$ cat src/rtl/sync_fifo_flex.sv
// sync_fifo_flex: single-clock FIFO with occupancy count, almost-full/almost-empty flags and standard or FWFT read.
// Define SYNC_FIFO_ERR_FLAGS_EN to add sticky o_overflow/o_underflow flags cleared by i_err_clr.
module sync_fifo_flex #(
   parameter int DATA_WIDTH    = 8,
   parameter int DATA_DEPTH    = 128,
   parameter int AFULL_THRESH  = DATA_DEPTH - 8,
   parameter int AEMPTY_THRESH = 8,
   parameter int FWFT          = 0
) (
   input  logic                          i_clk,
   input  logic                          i_rst_n,
   input  logic                          i_wren,
   input  logic [DATA_WIDTH-1:0]         i_wdata,
   input  logic                          i_rden,
   output logic [DATA_WIDTH-1:0]         o_rdata,
   output logic                          o_full,
   output logic                          o_empty,
   output logic                          o_afull,
   output logic                          o_aempty,
   output logic [$clog2(DATA_DEPTH):0]   o_count
`ifdef SYNC_FIFO_ERR_FLAGS_EN
   ,
   input  logic                          i_err_clr,
   output logic                          o_overflow,
   output logic                          o_underflow
`endif
);

   localparam int AW = $clog2(DATA_DEPTH);
   localparam int CW = AW + 1;
   localparam logic [CW-1:0] DEPTH_C  = CW'(DATA_DEPTH);
   localparam logic [CW-1:0] AFULL_C  = CW'(AFULL_THRESH);
   localparam logic [CW-1:0] AEMPTY_C = CW'(AEMPTY_THRESH);
   localparam logic [AW-1:0] PTR_ONE  = {{(AW-1){1'b0}}, 1'b1};
   localparam logic [CW-1:0] CNT_ONE  = {{(CW-1){1'b0}}, 1'b1};

   if ((DATA_DEPTH < 4) || ((DATA_DEPTH & (DATA_DEPTH - 1)) != 0)) begin : g_bad_depth
      $error("sync_fifo_flex: DATA_DEPTH must be a power of two >= 4");
   end
   if ((AFULL_THRESH < 1) || (AFULL_THRESH > DATA_DEPTH)) begin : g_bad_afull
      $error("sync_fifo_flex: AFULL_THRESH out of range 1..DATA_DEPTH");
   end
   if ((AEMPTY_THRESH < 0) || (AEMPTY_THRESH > DATA_DEPTH - 1)) begin : g_bad_aempty
      $error("sync_fifo_flex: AEMPTY_THRESH out of range 0..DATA_DEPTH-1");
   end

   logic [DATA_WIDTH-1:0] mem [DATA_DEPTH];
   logic [AW-1:0]         wr_ptr;
   logic [AW-1:0]         rd_ptr;
   logic [CW-1:0]         count_q;
   logic                  wr_acc;
   logic                  rd_acc;

   // Handshake: on a rising edge a write is taken when i_wren=1 and o_full=0, a read when
   // i_rden=1 and o_empty=0; any other request is dropped with no state change.
   assign wr_acc = i_wren & ~o_full;
   assign rd_acc = i_rden & ~o_empty;

   assign o_full   = (count_q == DEPTH_C);
   assign o_empty  = (count_q == '0);
   assign o_afull  = (count_q >= AFULL_C);
   assign o_aempty = (count_q <= AEMPTY_C);
   assign o_count  = count_q;

   // Storage has no reset so it maps onto plain RAM.
   always_ff @(posedge i_clk) begin
      if (wr_acc) begin
         mem[wr_ptr] <= i_wdata;
      end
   end

   always_ff @(posedge i_clk or negedge i_rst_n) begin
      if (!i_rst_n) begin
         wr_ptr  <= '0;
         rd_ptr  <= '0;
         count_q <= '0;
      end else begin
         if (wr_acc) wr_ptr <= wr_ptr + PTR_ONE;
         if (rd_acc) rd_ptr <= rd_ptr + PTR_ONE;
         case ({wr_acc, rd_acc})
            2'b10:   count_q <= count_q + CNT_ONE;
            2'b01:   count_q <= count_q - CNT_ONE;
            default: count_q <= count_q;
         endcase
      end
   end

   if (FWFT != 0) begin : g_fwft
      // Head word is visible straight from storage; meaningless while empty.
      assign o_rdata = mem[rd_ptr];
   end else begin : g_std
      logic [DATA_WIDTH-1:0] rdata_q;
      always_ff @(posedge i_clk or negedge i_rst_n) begin
         if (!i_rst_n) begin
            rdata_q <= '0;
         end else if (rd_acc) begin
            rdata_q <= mem[rd_ptr];
         end
      end
      assign o_rdata = rdata_q;
   end

`ifdef SYNC_FIFO_ERR_FLAGS_EN
   // Sticky error flags; a new error in the clear cycle wins.
   always_ff @(posedge i_clk or negedge i_rst_n) begin
      if (!i_rst_n) begin
         o_overflow  <= 1'b0;
         o_underflow <= 1'b0;
      end else begin
         o_overflow  <= (i_wren & o_full)  | (o_overflow  & ~i_err_clr);
         o_underflow <= (i_rden & o_empty) | (o_underflow & ~i_err_clr);
      end
   end
`endif

endmodule

$ cat config.mk
export PLATFORM = sky130hd
export DESIGN_NAME = sync_fifo_flex
export DESIGN_NICKNAME = d
export VERILOG_FILES = /design/src/rtl/sync_fifo_flex.sv
export SDC_FILE = /design/constraint.sdc
export NUM_CORES = 1
export LEC_CHECK = 0
export CORE_UTILIZATION = 44
export CTS_BUF_LIST = sky130_fd_sc_hd__clkbuf_8
export CTS_CLUSTER_DIAMETER = 50
export DETAILED_ROUTE_END_ITERATION = 12
export GPL_ROUTABILITY_DRIVEN = 0
export PLACE_DENSITY_LB_ADDON = 0.2
export SYNTH_ARGS = -nofsm -noshare
export SYNTH_HDL_FRONTEND = slang
export SYNTH_SLANG_ARGS = --single-unit
$ cat constraint.sdc
create_clock -name i_clk -period 6.4 [get_ports i_clk]
set_input_delay 0.64 -clock i_clk [delete_from_list [all_inputs] [get_ports i_clk]]
set_output_delay 0.64 -clock i_clk [all_outputs]
set_load 0.01 [all_outputs]
==> results.md <==
- Clk_skew: 0.0366 ns
- First-pass GRT wire length: 146 mm
- Post-synthesis cell type count: 59
- Post-synth EDFFs: 1,024
- Pre-CTS setup slack: 2.50 ns
- Clock tree buffer depth: 3
- Starting DRT DRC Count: 1,932
- Post-CTS Setup Bufs: 0
- Power share of the combinational group: 27.7%
- Fin. max-slew vios: 0
- Core area: 0.0935 mm2
- Layout net count: 2,215
- Sequential power share: 43.7%
- Initial antenna violation count: 5
- TritonCTS Buffers: 166
- Reg-to-reg slack, setup: 2.51 ns
- Rel. slew slack: 15.2%
- CP cell instances: buf_4 > mux4_2 > a22o_1 > a2111oi_0 > a2111oi_0 > nor3_1 > nor3_1
- Initial Util: 44.4%
- Internal power: 12.7 mW
- Die area: 0.0957 mm2
- Most frequent cells in the layout: 1,024 x edfxtp_1, 194 x mux4_2, 169 x clkbuf_8, 165 x mux2i_1, 158 x nor2_1
- Final hold violation count: 0
- Setup TNS: 0 ns
- Endpoint class of the critical path: register
- Sequential cell area: 0.0315 mm2
- Fill count: 7,682
- Routed Wire Length: 100 mm
- Clock Latency Late Sink: 0.84 ns
- Via Count: 20,700
- HP Class: input port to asynchronous set/reset pin
- Min cycle time layout: 3.89 ns
- Sequential share of the synthesized area: 75.8%
- Sw power: 6.01 mW
- Crit path DAT: 4.60 ns
- Crit path launch: rd_ptr[0]
- Syn Area/Cell: 20.0 um2
- # placed instances: 3,279
- Clock power share: 28.5%
- Maxcap violations: 0
- Most common cell after layout, fill and taps aside: edfxtp_1
- Critical path launch point type: register
- Synthesized area: 0.0415 mm2
- Critical Path RT: 7.11 ns
- Slew @ Worst Pin: 1.27 ns
- Synth Instances: 2,081
- Clock Sinks: 1,054
- Area grow syn2layout: 11.0%
- Period utilization: 60.7%
- Top cell type's share of synthesized area: 74.0%
- Wirelength per Cell: 27.9 um
- Crit path largest cell delay: 0.99 ns
- Multi-input logic area: 0.00933 mm2
- Grt ovf: 0
- Synthesized Nets: 2,103
- #FFs+latches synth: 1,054
- Largest net degree at the start of global routing: 114
- Hold-fix buffers, CTS: 0
- PwrDens: 406 mW/mm2
- Post-route ant nets: 0
- Unrepaired setup endpoints after global routing: false
- Layout cells sized above 1: 20.5%
- DRC viols: 0
- Max frequency: 257 MHz
- Post-layout worst setup margin: 2.51 ns
- Global-route usage over all layers: 21.4%
- Switching Fraction: 32.1%
- HPWL after DPL: 57.9 mm
- Tot Pwr: 18.7 mW
- CTS tree: done
- Slowest cell on the critical path: a2111oi_0
- Vias in the first global route: 21,200
- Non-Filler Instances: 3,582
- I/O Buffers: 31
- Clk pin slew, worst setup/hold paths: 0.06 ns
- Pleak: 14.8 nW
- Cell count of the worst reg-to-reg path: 7
- Worst setup path end: o_rdata[0]
- Via/cell ratio: 5.78
- Yosys top cell by area: edfxtp_1
- I/O pin cnt: 32
- Cells resized by post-CTS repair: 0
- Final Setup Violations: 0
- Crit Reg-Reg Startpoint: rd_ptr[0]
- Root Buffer: clkbuf_8
- Rows: 112
- Ys async rst share: 2.85%
- Die Y: 309 um
- Peak supply drop: 0.000269 V
- Final core area utilization: 49.3%
- Maximum fanout along the worst path: 37
- Primary FF master, synth: edfxtp_1
- DR pass1 iterations: 7
- Outcome: completed
- Setup CP Type: register to register
- Die width: 309 um
- Ys Warns: 0
- H-tree depth: 4
- Ranking of synthesized cells by area: edfxtp_1 74%, mux4_2 11%, mux2i_1 4.0%
- Reg-to-reg endpoint: o_rdata[0]
layout make-up:
cell class,count,share of cell area (%)
Multi-Input combinational cell,901,20.2
Inverter,10,0.0814
Clock buffer,169,5.05
Sequential cell,1054,68.4
Timing Repair Buffer,60,1.24
Tap cell,1254,3.40
Clock inverter,132,1.63
Antenna cell,2,0.0109
worst min-delay path by stage:
stage                         start    endpoint
final                       i_rst_n  o_count[5]
after global routing        i_rst_n  o_count[2]
after CTS                   i_rst_n  o_count[5]
after floorplan             i_rst_n  o_count[0]
after global placement    rd_ptr[6]   rd_ptr[6]
after detailed placement  rd_ptr[6]   rd_ptr[6]
metrics by stage:
step / cell area, um2 / hold WS [ns]
3_5_place_dp: 43000 / 0.467
3_3_place_gp: 43000 / 0.469
4_1_cts: 46100 / 0.194
6_report: 46100 / 0.237
5_1_grt: 46100 / 0.219
2_1_floorplan: 41500 / 0.344
cells in the mapped netlist, types with 4 or more instances:
cell       count
xnor2_1       10
nor2b_1       20
a211oi_1      16
o21ai_0       27
a21boi_0       5
inv_1         10
nor3_1        16
a2111oi_0     13
a21oi_1       16
a22o_1         5
nand3_1       28
buf_2         31
mux2i_1      165
a2111oi_2      4
buf_1          7
dfrtp_1       30
buf_6          9
ha_1           9
clkbuf_1      43
or3_1          5
o211ai_1       5
xor2_1         6
mux2_2        21
nor2_1       158
edfxtp_1    1024
o22ai_1       71
mux4_2       194
a22oi_1       13
nand2b_1       4
nand2_1       39
buf_4         20
nand3b_1       6
a221oi_2       7
layer usage:
layer | vias to the layer above | wire length (um) | GRT usage (%)
li1 | 8811 | - | -
met1 | 11000 | 43500 | 30.2
met2 | 738 | 48100 | 33.7
met3 | 150 | 6190 | 4.11
met4 | 2 | 2200 | 6.85
met5 | - | 10 | 0
logic make-up after synthesis:
| family | synth area share [%] |
|---|---|
| and+or+nand+nor | 3.07 |
| AOI/OAI and AO/OA | 3.64 |
| adders and majority gates | 0.319 |
| buffers and inverters | 1.75 |
| xor gates and xnor gates | 0.337 |
| DFF | 75.8 |
| muxes | 15.1 |
flip-flops by register name (all words and copies together) (netlist names):
signal	flops
o_rdata	8
rd_ptr	7
mem	1024
wr_ptr	7
o_count	8
power by group through the flow:
stage	combinational [mW]	sequential, mW	clock (mW)
after floorplan	3.83	8.02	0
after detailed placement	5.22	8.34	0
after CTS	5.24	8.20	5.45
final	5.20	8.19	5.34
after global routing	5.50	8.23	5.73
after global placement	5.18	8.32	0
critical path, delay by kind of cell (launching register included):
| family | cells | cell delay, ns |
|---|---|---|
| compound gates | 3 | 1.41 |
| mux | 1 | 0.55 |
| simple gates | 2 | 0.49 |
| buf+inv | 1 | 0.36 |
| flops | 1 | 0.93 |
No activity file was read; power rests on OpenSTA's default activity.
